$ cat src/rtl/anim_pkg.sv
// Shared encodings and sizing helpers for the animation frame sequencer.
package anim_pkg;

  localparam logic [1:0] MODE_LOOP     = 2'd0;
  localparam logic [1:0] MODE_ONESHOT  = 2'd1;
  localparam logic [1:0] MODE_PINGPONG = 2'd2;
  localparam logic [1:0] MODE_HOLD     = 2'd3;

  localparam logic [1:0] ST_IDLE   = 2'd0;
  localparam logic [1:0] ST_PLAY   = 2'd1;
  localparam logic [1:0] ST_PAUSED = 2'd2;
  localparam logic [1:0] ST_DONE   = 2'd3;

  function automatic int unsigned frame_pixels(input int unsigned w, input int unsigned h);
    return w * h;
  endfunction

  // Address width covering every pixel of every frame, never below one bit.
  function automatic int unsigned addr_width(input int unsigned frames, input int unsigned w,
                                             input int unsigned h);
    int unsigned aw;
    aw = $clog2(frames * w * h);
    return (aw == 0) ? 1 : aw;
  endfunction

endpackage

$ cat src/rtl/anim_tick_gen.sv
// Frame-step tick generator: cycle counter with speed shift, pause gating and restart clear.
module anim_tick_gen
  import anim_pkg::*;
#(
  parameter int unsigned PERIOD = 33554432
) (
  input  logic       clk,
  input  logic       rst_n,
  input  logic       clr,
  input  logic       en,
  input  logic [1:0] speed,
  output logic       tick_c
);

  localparam int unsigned CW = $clog2(PERIOD + 1);

  logic [CW-1:0] cnt_q, cnt_d;
  logic [CW-1:0] lim_c, last_c;

  // A zero limit at high speed degenerates to a tick every enabled cycle.
  always_comb begin
    lim_c  = CW'(PERIOD) >> speed;
    last_c = (lim_c == '0) ? '0 : lim_c - CW'(1);
    tick_c = en && !clr && (cnt_q >= last_c);
    cnt_d  = cnt_q;
    if (clr) begin
      cnt_d = '0;
    end else if (tick_c) begin
      cnt_d = '0;
    end else if (en) begin
      cnt_d = cnt_q + CW'(1);
    end
  end

  always_ff @(posedge clk or negedge rst_n) begin
    if (!rst_n) begin
      cnt_q <= '0;
    end else begin
      cnt_q <= cnt_d;
    end
  end

endmodule

$ cat src/rtl/anim_sequencer.sv
// Animation frame sequencer: play-mode FSM over the frame index plus a registered
// pixel-to-ROM address path for the current frame.
module anim_sequencer
  import anim_pkg::*;
#(
  parameter int unsigned FRAMES  = 16,
  parameter int unsigned FRAME_W = 160,
  parameter int unsigned FRAME_H = 120,
  parameter int unsigned PERIOD  = 33554432,
  parameter int unsigned XW      = 8,
  parameter int unsigned YW      = 8
) (
  input  logic                                            clk,
  input  logic                                            rst_n,
  input  logic                                            start,
  input  logic                                            pause,
  input  logic [1:0]                                      mode,
  input  logic [1:0]                                      speed,
  input  logic [XW-1:0]                                   req_x,
  input  logic [YW-1:0]                                   req_y,
  output logic [addr_width(FRAMES, FRAME_W, FRAME_H)-1:0] rom_addr,
  output logic                                            addr_valid,
  output logic [$clog2(FRAMES)-1:0]                       frame,
  output logic                                            wrap,
  output logic                                            done
);

  localparam int unsigned AW           = addr_width(FRAMES, FRAME_W, FRAME_H);
  localparam int unsigned FW           = $clog2(FRAMES);
  localparam int unsigned FRAME_PIXELS = frame_pixels(FRAME_W, FRAME_H);
  localparam logic [FW-1:0] LAST       = FW'(FRAMES - 1);

  logic [1:0]    state_q, state_d;
  logic [FW-1:0] frame_q, frame_d;
  logic          dir_q, dir_d;
  logic          wrap_q, wrap_d;
  logic          done_q, done_d;
  logic [AW-1:0] addr_q, addr_d;
  logic          valid_q, valid_d;
  logic          tick_c;
  logic          tick_en_c;
  logic          in_range_c;
  logic [AW-1:0] base_c, offs_c;

  assign tick_en_c = (state_q == ST_PLAY) && !pause;

  anim_tick_gen #(
    .PERIOD(PERIOD)
  ) u_tick (
    .clk   (clk),
    .rst_n (rst_n),
    .clr   (start),
    .en    (tick_en_c),
    .speed (speed),
    .tick_c(tick_c)
  );

  // Next state and frame stepping; dir_q=0 means counting up.
  always_comb begin
    state_d = state_q;
    frame_d = frame_q;
    dir_d   = dir_q;
    wrap_d  = 1'b0;
    if (start) begin
      state_d = ST_PLAY;
      frame_d = '0;
      dir_d   = 1'b0;
    end else begin
      case (state_q)
        ST_IDLE: ;
        ST_PLAY: begin
          if (pause) begin
            state_d = ST_PAUSED;
          end else if (tick_c) begin
            case (mode)
              MODE_LOOP: begin
                if (frame_q == LAST) begin
                  frame_d = '0;
                  wrap_d  = 1'b1;
                end else begin
                  frame_d = frame_q + FW'(1);
                end
              end
              MODE_ONESHOT: begin
                if (frame_q == LAST || frame_q == LAST - FW'(1)) begin
                  frame_d = LAST;
                  wrap_d  = 1'b1;
                  state_d = ST_DONE;
                end else begin
                  frame_d = frame_q + FW'(1);
                end
              end
              MODE_PINGPONG: begin
                // Turn on arrival at an end frame so it is shown for one period only.
                if (!dir_q) begin
                  if (frame_q == LAST) begin
                    frame_d = frame_q - FW'(1);
                    dir_d   = 1'b1;
                  end else begin
                    frame_d = frame_q + FW'(1);
                    if (frame_q == LAST - FW'(1)) begin
                      dir_d  = 1'b1;
                      wrap_d = 1'b1;
                    end
                  end
                end else begin
                  if (frame_q == '0) begin
                    frame_d = frame_q + FW'(1);
                    dir_d   = 1'b0;
                  end else begin
                    frame_d = frame_q - FW'(1);
                    if (frame_q == FW'(1)) begin
                      dir_d  = 1'b0;
                      wrap_d = 1'b1;
                    end
                  end
                end
              end
              default: ;
            endcase
          end
        end
        ST_PAUSED: begin
          if (!pause) begin
            state_d = ST_PLAY;
          end
        end
        ST_DONE: ;
        default: state_d = ST_IDLE;
      endcase
    end
    done_d = (state_d == ST_DONE);
  end

  // Out-of-range requests fall back to the frame base address.
  always_comb begin
    in_range_c = (32'(req_x) < FRAME_W) && (32'(req_y) < FRAME_H);
    base_c     = AW'(frame_q) * AW'(FRAME_PIXELS);
    offs_c     = AW'(req_y) * AW'(FRAME_W) + AW'(req_x);
    addr_d     = in_range_c ? base_c + offs_c : base_c;
    valid_d    = in_range_c;
  end

  always_ff @(posedge clk or negedge rst_n) begin
    if (!rst_n) begin
      state_q <= ST_IDLE;
      frame_q <= '0;
      dir_q   <= 1'b0;
      wrap_q  <= 1'b0;
      done_q  <= 1'b0;
      addr_q  <= '0;
      valid_q <= 1'b0;
    end else begin
      state_q <= state_d;
      frame_q <= frame_d;
      dir_q   <= dir_d;
      wrap_q  <= wrap_d;
      done_q  <= done_d;
      addr_q  <= addr_d;
      valid_q <= valid_d;
    end
  end

  assign rom_addr   = addr_q;
  assign addr_valid = valid_q;
  assign frame      = frame_q;
  assign wrap       = wrap_q;
  assign done       = done_q;

endmodule

$ cat config.mk
export PLATFORM = sky130hd
export DESIGN_NAME = anim_sequencer
export DESIGN_NICKNAME = d
export VERILOG_FILES = /design/src/rtl/anim_pkg.sv /design/src/rtl/anim_tick_gen.sv /design/src/rtl/anim_sequencer.sv
export SDC_FILE = /design/constraint.sdc
export NUM_CORES = 1
export LEC_CHECK = 0
export ABC_AREA = 1
export BUFFER_PORTS_ARGS = -buffer_cell sky130_fd_sc_hd__buf_2
export CAP_MARGIN = 20
export CORE_MARGIN = 1.5
export CORE_UTILIZATION = 38
export CTS_BUF_LIST = sky130_fd_sc_hd__clkbuf_4
export DETAILED_ROUTE_END_ITERATION = 6
export HOLD_SLACK_MARGIN = 0.02
export PLACE_DENSITY_LB_ADDON = 0.12
export SYNTH_ARGS = -nofsm -noshare
export SYNTH_HDL_FRONTEND = slang
export SYNTH_HIERARCHICAL = 1
export SYNTH_SLANG_ARGS = --single-unit
$ cat constraint.sdc
create_clock -name clk -period 3.7 [get_ports clk]
set_input_delay 0.185 -clock clk [delete_from_list [all_inputs] [get_ports clk]]
set_output_delay 0.185 -clock clk [all_outputs]
set_load 0.005 [all_outputs]
# Yosys cells after proc, flatten, opt, wreduce, memory -nomap -nowiden
# Cells that the tools add are included.
# W data, S select, Z words.
dict set report totals {
  reg_bits 55
  out_inout_bits 26
}
dict set report classes {
  shifts 1
  eq_ne 9
  reduce_logical 17
  mux 43
  addsub 6
  mul 2
  order_cmp 3
}
# op count
set op_table {}
lappend op_table {{$mux W26} 4}
lappend op_table {{$mux W4} 9}
lappend op_table {{$add A26 B1 Y26 const B} 1}
lappend op_table {{$ge A26 B26 Y1} 1}
lappend op_table {{$logic_not A26 Y1} 1}
lappend op_table {{$shr A26 B2 Y26 const A} 1}
lappend op_table {{$sub A26 B1 Y26 const B} 1}
lappend op_table {{$mux W1} 20}
lappend op_table {{$add A19 B17 Y19} 1}
lappend op_table {{$mux W19} 1}
lappend op_table {{$add A16 B8 Y17} 1}
lappend op_table {{$mux W2} 6}
lappend op_table {{$pmux W4 S3} 1}
lappend op_table {{$mul A4 B7 Y11 const B} 1}
lappend op_table {{$mul A8 B3 Y11 const B} 1}
lappend op_table {{$eq A4 B4 Y1 const B} 2}
lappend op_table {{$lt A8 B7 Y1 const B} 1}
lappend op_table {{$lt A8 B8 Y1 const B} 1}
lappend op_table {{$reduce_and A4 Y1} 2}
lappend op_table {{$eq A2 B2 Y1 const B} 3}
lappend op_table {{$reduce_bool A2 Y1} 3}
lappend op_table {{$add A4 B1 Y4 const B} 1}
lappend op_table {{$eq A2 B1 Y1 const B} 2}
lappend op_table {{$eq A4 B1 Y1 const B} 1}
lappend op_table {{11 further kinds} 15}

# Logic depth before layout (Yosys ltp)
# Gate-level depths: netlist (run 1).
dict set report depth {
  depth_word 10
  mapped_depth 21
  mapped_depth_nobuf 20
}

# Cells and area by module
# The synthesis (run 1) kept the hierarchy.
# module instances cells_each seq_area_each_um2 area_each_um2
set by_module_without_submodules {}
lappend by_module_without_submodules {anim_sequencer 1 382 725.7 2846.5}
lappend by_module_without_submodules {anim_tick_gen 1 272 650.6 1855.5}

# Worst setup path before layout (run 1)
# Ideal clock, no wire load.
dict set report synth_path {
  path_type {register to register}
  start {register frame_q[2] (netlist: frame[2])}
  end {register addr_q[17] (netlist: rom_addr[17])}
  path_stages_with_launch 21
  arrival_time_ns 3.077
  setup_slack_ns 0.510
  required_time_ns 3.587
  path_cell_list {dfrtp_1 -> buf_2 -> inv_1 -> ha_1 -> fa_1 -> ha_1 -> nand2_1 -> inv_1 -> nand2_1 -> nand2_1 -> xor2_1 -> ha_1 -> nand2_1 -> nor2_1 -> nand3_1 -> nand3_1 -> nand3_2 -> nand2_1 -> nand3_1 -> nand2_1 -> inv_1}
}
dict set report synth_via {
  elab_chain_len 3
}
# element line_no
set synth_rtl {}
lappend synth_rtl {{start, declared} anim_sequencer.sv:34} ;# logic [FW-1:0] frame_q, frame_d;
lappend synth_rtl {{start signal, assigned} anim_sequencer.sv:155} ;# frame_q <= frame_d;
lappend synth_rtl {{$mul A4 B7 Y11 (*)} anim_sequencer.sv:138} ;# base_c = AW'(frame_q) * AW'(FRAME_PIXELS);
lappend synth_rtl {{$add A19 B17 Y19} anim_sequencer.sv:140} ;# addr_d = in_range_c ? base_c + offs_c : base_c;
lappend synth_rtl {{$mux W19 (*)} anim_sequencer.sv:140}
lappend synth_rtl {{net addr_d[17]} anim_sequencer.sv:38} ;# logic [AW-1:0] addr_q, addr_d;
lappend synth_rtl {{end signal, assigned} anim_sequencer.sv:159} ;# addr_q <= addr_d;
lappend synth_rtl {{end, declared} anim_sequencer.sv:38}
# The timed path passes the listed nets; every way through them passes the cells marked *.
# A chain may end at the register's enable or synchronous reset.

# Final worst setup path (run 1)
dict set report layout_path {
  start {register frame_q[3] (netlist: frame[3])}
  end {register addr_q[17] (netlist: rom_addr[17])}
}
# Same word-level chain as after synthesis.

==> results of run 1 <==
[Yosys cell counts (all sizes together)]
master and number:
buf 3, clkinv 1, a31oi 2, a21oi 27, inv 78, xor2 14
conb 1, clkbuf 3, o32ai 1, nor2 76, a211oi 2, ha 54
nand4 10, dfrtp 55, o21bai 13, fa 3, o22ai 1, o21a 1
nor3 1, nand3 44, xnor2 13, o211ai 2, or2 4, a21boi 3
nand2 202, o21ai 40
[final cells by class]
type	count	area [µm²]
Sequential cell	55	1380
Clock inverter	3	38.8
Multi-Input combinational cell	514	2990
Timing Repair Buffer	61	353
Clock buffer	5	37.5
Tap cell	168	210
Inverter	79	297
Fill cell	1245	6760
[report_power, final]
group / total (W) / internal, W / switching (W)
clock network: 0.000354 / 0.000139 / 0.000215
registers: 0.000710 / 0.000668 / 0.0000413
logic: 0.000876 / 0.000334 / 0.000542
total: 0.00194 / 0.00114 / 0.000798
[sequential cells by signal, indices dropped and copies added (netlist names)]
signal / cells
u_tick/cnt_q: 26
rom_addr: 19
frame: 4
state_q: 2
addr_valid: 1
dir_q: 1
done: 1
wrap: 1
[cells by family (layout without fill, tap and decap cells)]
logic type,after synthesis,in the layout,share of synthesized area (%)
compound gates,92,92,12.1
xor+xnor,27,27,5.03
fa+ha+maj,57,57,15.6
buf+inv,85,148,7.21
flops,55,55,29.3
other cells,1,1,0.0798
simple gates,337,337,30.7
[per-layer routing]
metal  track usage (%)  vias up
met1              23.5     1916
met3              2.28       15
met2              32.1       83
met5                 0        -
li1                  -     2230
met4              6.50        0
[worst paths after layout]
path	cells past startpoint	to	from
max in group asynchronous	3	u_tick/cnt_q[21]	rst_n
setup reg to reg	19	rom_addr[17]	frame[3]
min in group asynchronous	2	frame[1]	rst_n
setup / recovery	19	rom_addr[17]	frame[3]
hold / removal	3	wrap	mode[1]
hold reg to reg	2	state_q[0]	state_q[0]
[through the flow]
step | util, % | worst slack (ns) | hold slack, ns
5_1_grt | 43.9 | 0.0343 | 0.0609
3_3_place_gp | 42.7 | 0.489 | 0.280
4_1_cts | 43.9 | 0.335 | 0.0591
6_report | 43.9 | 0.344 | 0.0824
2_1_floorplan | - | 0.510 | -0.111
3_5_place_dp | 42.7 | 0.386 | 0.296
[worst min-delay path, delay by kind of cell]
family / cells / cell delay, ns
buf+inv: 1 / 0.10
fa+ha+maj: 1 / 0.14
compound gates: 1 / 0.05
[timing repair]
action | in CTS | in global routing
hold buffers | 7 | 0
hold endpoints to repair | 33 | 0
setup endpoints to repair | 0 | 0
==> results.py, run 1 <==
metrics = {
    "detailed_routing": {
        "wl_met3_um": 293,
        "highest_layer": "met4",
        "wl_met2_um": 5550,
        "drt-total-wl_um": 11400,
        "wl_per_cell_um": 12.8,
        "drtPass1Iterations": 4,
        "vias": 4244,
        "ant_nets": 0,
        "drt_iter0_drc": 189,
        "drc": 0,
        "met1Wirelength_um": 5260,
        "vias_per_cell": 4.80,
    },
    "global_routing": {
        "overflow": 0,
        "grt_max_degree": 29,
        "grt_pass1_vias": 4084,
        "grt_pass1_wl_um": 19300,
        "antenna_found_initial": 0,
        "grt_util_all_layers_pct": 18.4,
    },
    "worst_setup_path": {
        "endpoint_kind": "flip-flop",
        "critPathMostFrequentCell": "nand2_1",
        "worst-path-buf-inv": 3,
        "rrSetupSlack_ns": 0.34,
        "critPathTopFamily": "adder cells",
        "crit_required_ns": 4.02,
        "startpoint_type": "flip-flop",
        "path_max_fanout": 7,
        "critical_path_class": "flip-flop to flip-flop",
        "max_stage_delay_ns": 0.51,
        "crit_chain": "inv_1 > ha_1 > fa_1 > ha_1 > nand2_1 > inv_1 > nand2_1 > nand2_1 > xor2_1 > ha_1 > nand2_1 > nor2_1 > nand3_1 > nand3_1 > nand3_2 > nand2_1 > nand3_1 > nand2_1 > inv_1",
        "arrival_ns": 3.68,
        "crit_slowest_cell": "dfrtp_1",
    },
    "die": {
        "die_x_um": 114,
        "initial_core_util_pct": 39.0,
        "rows": 40,
        "die_y_um": 114,
        "die_area_mm2": 0.0130,
        "ios": 50,
        "fp.coreArea_mm2": 0.0121,
    },
    "min_path": {
        "hold_class": "input pin to flip-flop",
    },
    "logic_synthesis": {
        "synth_top_area_share_pct": 29.3,
        "ys.warnings.count": 6,
        "syn_area_per_cell_um2": 7.19,
        "yosysSeqAreaShare_pct": 29.3,
        "ys_seq_elements": 55,
        "netlist_instances": 654,
        "synth_area_leaders": "dfrtp_1 (29%), nand2_1 (16%), ha_1 (14%)",
        "syn-num-nets": 735,
        "yosysUniqueCellTypes": 39,
        "syn-cell-area_mm2": 0.00470,
        "synth_top_area_cell": "dfrtp_1",
    },
    "final_layout": {
        "mostFrequentLayoutCells": "nand2_1 (195), inv_1 (78), nor2_1 (70), dfrtp_1 (55), ha_1 (54)",
        "nNetsFinal": 797,
        "stdcell_area_mm2": 0.00530,
        "layout_commonest_cell": "nand2_1",
        "syn_to_final_growth_pct": 12.7,
        "instances_no_fill": 885,
        "insertedDiodeCount": 0,
        "layout-drive-gt1-share_pct": 13.2,
    },
    "job": {
        "cap_violations": 0,
    },
    "clocking": {
        "htree_levels": 2,
        "clk_pin_slew_ns": 0.18,
        "postCtsSetupBuffers": 0,
        "ctsLongestPathBuffers": 2,
        "cts_made_buffers": 5,
        "postCtsResizedCells": 0,
        "clk_latency_ns": 0.40,
        "root_buffer": "clkbuf_4",
        "cts_tree": "yes",
        "cts.sinks": 55,
    },
    "timing": {
        "worst-slew-pin-transition_ns": 0.716,
        "period_needed_ns": 3.36,
        "skew_ns": 0.0105,
        "timing.final.crit_share_pct": 90.7,
        "finalHoldViolations": 0,
        "fmax_mhz": 298,
        "slew_headroom_pct": 52.3,
        "tns_ns": 0,
        "report.final.slew_viol_count": 0,
        "rsz0062_at_grt": "no",
        "setup_viol": 0,
    },
    "placement": {
        "place_inst": 870,
        "place.gp.congestion": 0.903,
        "hpwlAfterDp_um": 8810,
        "dpl-instance-area_mm2": 0.00515,
        "portBuffers": 49,
    },
    "power": {
        "ir_drop_mv": 0.194,
        "p_leak_nw": 2.70,
        "power.density_mw_per_mm2": 366,
        "p_total_w": 0.00194,
    },
    "status": {
        "outcome": "complete, no violations",
    },
}
Note: power is estimated with default switching activity, not from simulation.
==> inputs of run 2 (changes only) <==
Settings changed: CORE_ASPECT_RATIO set to 0.8, CTS_CLUSTER_SIZE set to 25.
==> results.py, run 2 (same netlist as run 1, synthesis figures left out) <==
metrics = {
    "clocking": {
        "cts_made_buffers": 5,
        "htree_levels": 2,
        "postCtsSetupBuffers": 0,
        "cts_tree": "yes",
        "postCtsResizedCells": 0,
        "clk_pin_slew_ns": 0.17,
        "clk_latency_ns": 0.40,
        "root_buffer": "clkbuf_4",
        "ctsLongestPathBuffers": 2,
        "cts.sinks": 55,
        "cts_hold_buffers": 7,
    },
    "global_routing": {
        "grt_max_degree": 33,
        "grt_pass1_wl_um": 19200,
        "overflow": 0,
        "grt_util_all_layers_pct": 18.3,
        "grt_pass1_vias": 4099,
        "antenna_found_initial": 1,
    },
    "detailed_routing": {
        "drc": 0,
        "vias_per_cell": 4.84,
        "wl_per_cell_um": 12.7,
        "drtPass1Iterations": 4,
        "vias": 4212,
        "drt_iter0_drc": 171,
        "drt-total-wl_um": 11000,
        "ant_nets": 0,
    },
    "worst_setup_path": {
        "endpoint": "rom_addr[17]",
        "rrSetupSlack_ns": 0.35,
        "critical_path_class": "flip-flop to flip-flop",
        "startpoint_type": "flip-flop",
        "startpoint": "frame[3]",
        "crit_required_ns": 4.03,
        "reg2reg_from": "frame[3]",
        "ff2ff_path_depth": 19,
        "endpoint_kind": "flip-flop",
        "arrival_ns": 3.68,
        "r2r_end": "rom_addr[17]",
        "path_max_fanout": 7,
    },
    "timing": {
        "setup_viol": 0,
        "fmax_mhz": 298,
        "rsz0062_at_grt": "no",
        "holdWs_ns": 0.0871,
        "timing.final.crit_share_pct": 90.7,
        "skew_ns": 0.0101,
        "finalHoldViolations": 0,
        "tns_ns": 0,
        "period_needed_ns": 3.35,
        "report.final.slew_viol_count": 0,
        "worst-slew-pin-transition_ns": 0.772,
        "slew_headroom_pct": 48.5,
    },
    "status": {
        "outcome": "complete, no violations",
    },
    "final_layout": {
        "mostFrequentLayoutCells": "nand2_1 (195), inv_1 (78), nor2_1 (70), dfrtp_1 (55), ha_1 (54)",
        "layout-drive-gt1-share_pct": 13.4,
        "nNetsFinal": 797,
        "top_register": "u_tick/cnt_q",
        "instances_no_fill": 870,
        "layout_commonest_cell": "nand2_1",
        "largest_reg_flops": 26,
        "syn_to_final_growth_pct": 12.5,
        "stdcell_area_mm2": 0.00529,
    },
    "power": {
        "p_leak_nw": 2.70,
        "ir_drop_mv": 0.154,
        "power.density_mw_per_mm2": 366,
    },
    "placement": {
        "portBuffers": 49,
        "hpwlAfterDp_um": 8820,
        "dpl-instance-area_mm2": 0.00513,
        "place.gp.congestion": 0.898,
        "place_inst": 854,
    },
    "die": {
        "rows": 36,
        "ios": 50,
        "die_x_um": 127,
        "initial_core_util_pct": 38.8,
        "fp.coreArea_mm2": 0.0121,
        "die_area_mm2": 0.0131,
        "die_y_um": 102,
    },
    "job": {
        "cap_violations": 0,
    },
    "min_path": {
        "hold_class": "input pin to flip-flop",
    },
}
run 2: cell count changes in the layout (fill, tap and decap cells not counted):
cell,delta
clkinv_2,-1
clkinv_1,-1
clkinv_4,+1
inv_6,+1
diode_2,+1
run 2: metal layers:
layer  vias to the layer above  share of wire, %  routed length, µm  global-route usage, %
li1                       2224                 -                  -                      -
met1                      1921                49               5460                   24.5
met2                        56                46               5110                   31.4
met3                        11               2.7                302                   2.34
met4                         0               1.4                157                   4.98
met5                         -                 0                  0                      0
run 2: critical path, stage by stage, from the launching register on:
cell and delay (ns):
dfrtp_1 0.50, inv_1 0.14, ha_1 0.31, fa_1 0.39, ha_1 0.34, nand2_1 0.08, inv_1 0.05, nand2_1 0.05
nand2_1 0.07, xor2_1 0.16, ha_1 0.36, nand2_1 0.08, nor2_1 0.16, nand3_1 0.11, nand3_1 0.14, nand3_2 0.09
nand2_1 0.08, nand3_1 0.06, nand2_1 0.07, inv_1 0.04
run 2: layout make-up:
| cell class | instances | area [µm²] |
|---|---|---|
| Fill cell | 1240 | 6830 |
| Clock buffer | 5 | 37.5 |
| Tap cell | 152 | 190 |
| Clock inverter | 3 | 47.5 |
| Antenna cell | 1 | 2.50 |
| Timing Repair Buffer | 61 | 353 |
| Sequential cell | 55 | 1380 |
| Inverter | 79 | 297 |
| Multi-Input combinational cell | 514 | 2990 |
run 2: per-stage QoR:
| stage | power (W) | util [%] | setup WS (ns) |
|---|---|---|---|
| 6_report | 0.00194 | 43.7 | 0.346 |
| 5_1_grt | 0.00212 | 43.7 | 0.0553 |
| 4_1_cts | 0.00197 | 43.6 | 0.343 |
| 3_5_place_dp | 0.00159 | 42.4 | 0.371 |
| 3_3_place_gp | 0.00158 | 42.4 | 0.492 |
| 2_1_floorplan | 0.00134 | - | 0.510 |
run 2: where the power goes:
group | switching [W] | internal [W]
sequential | 0.0000448 | 0.000668
combinational | 0.000534 | 0.000334
clock | 0.000210 | 0.000146
total | 0.000788 | 0.00115
run 2: how the worst min path moves through the flow:
stage / from / to / slack [ns] / cells after the start
final: mode[1] / wrap / 0.09 / 3
after global placement: rst_n / done / 0.32 / 1
after CTS: mode[1] / wrap / 0.06 / 3
after global routing: mode[1] / wrap / 0.08 / 3
after floorplan: rst_n / addr_valid / -0.11 / 0
after detailed placement: rst_n / state_q[0] / 0.33 / 1
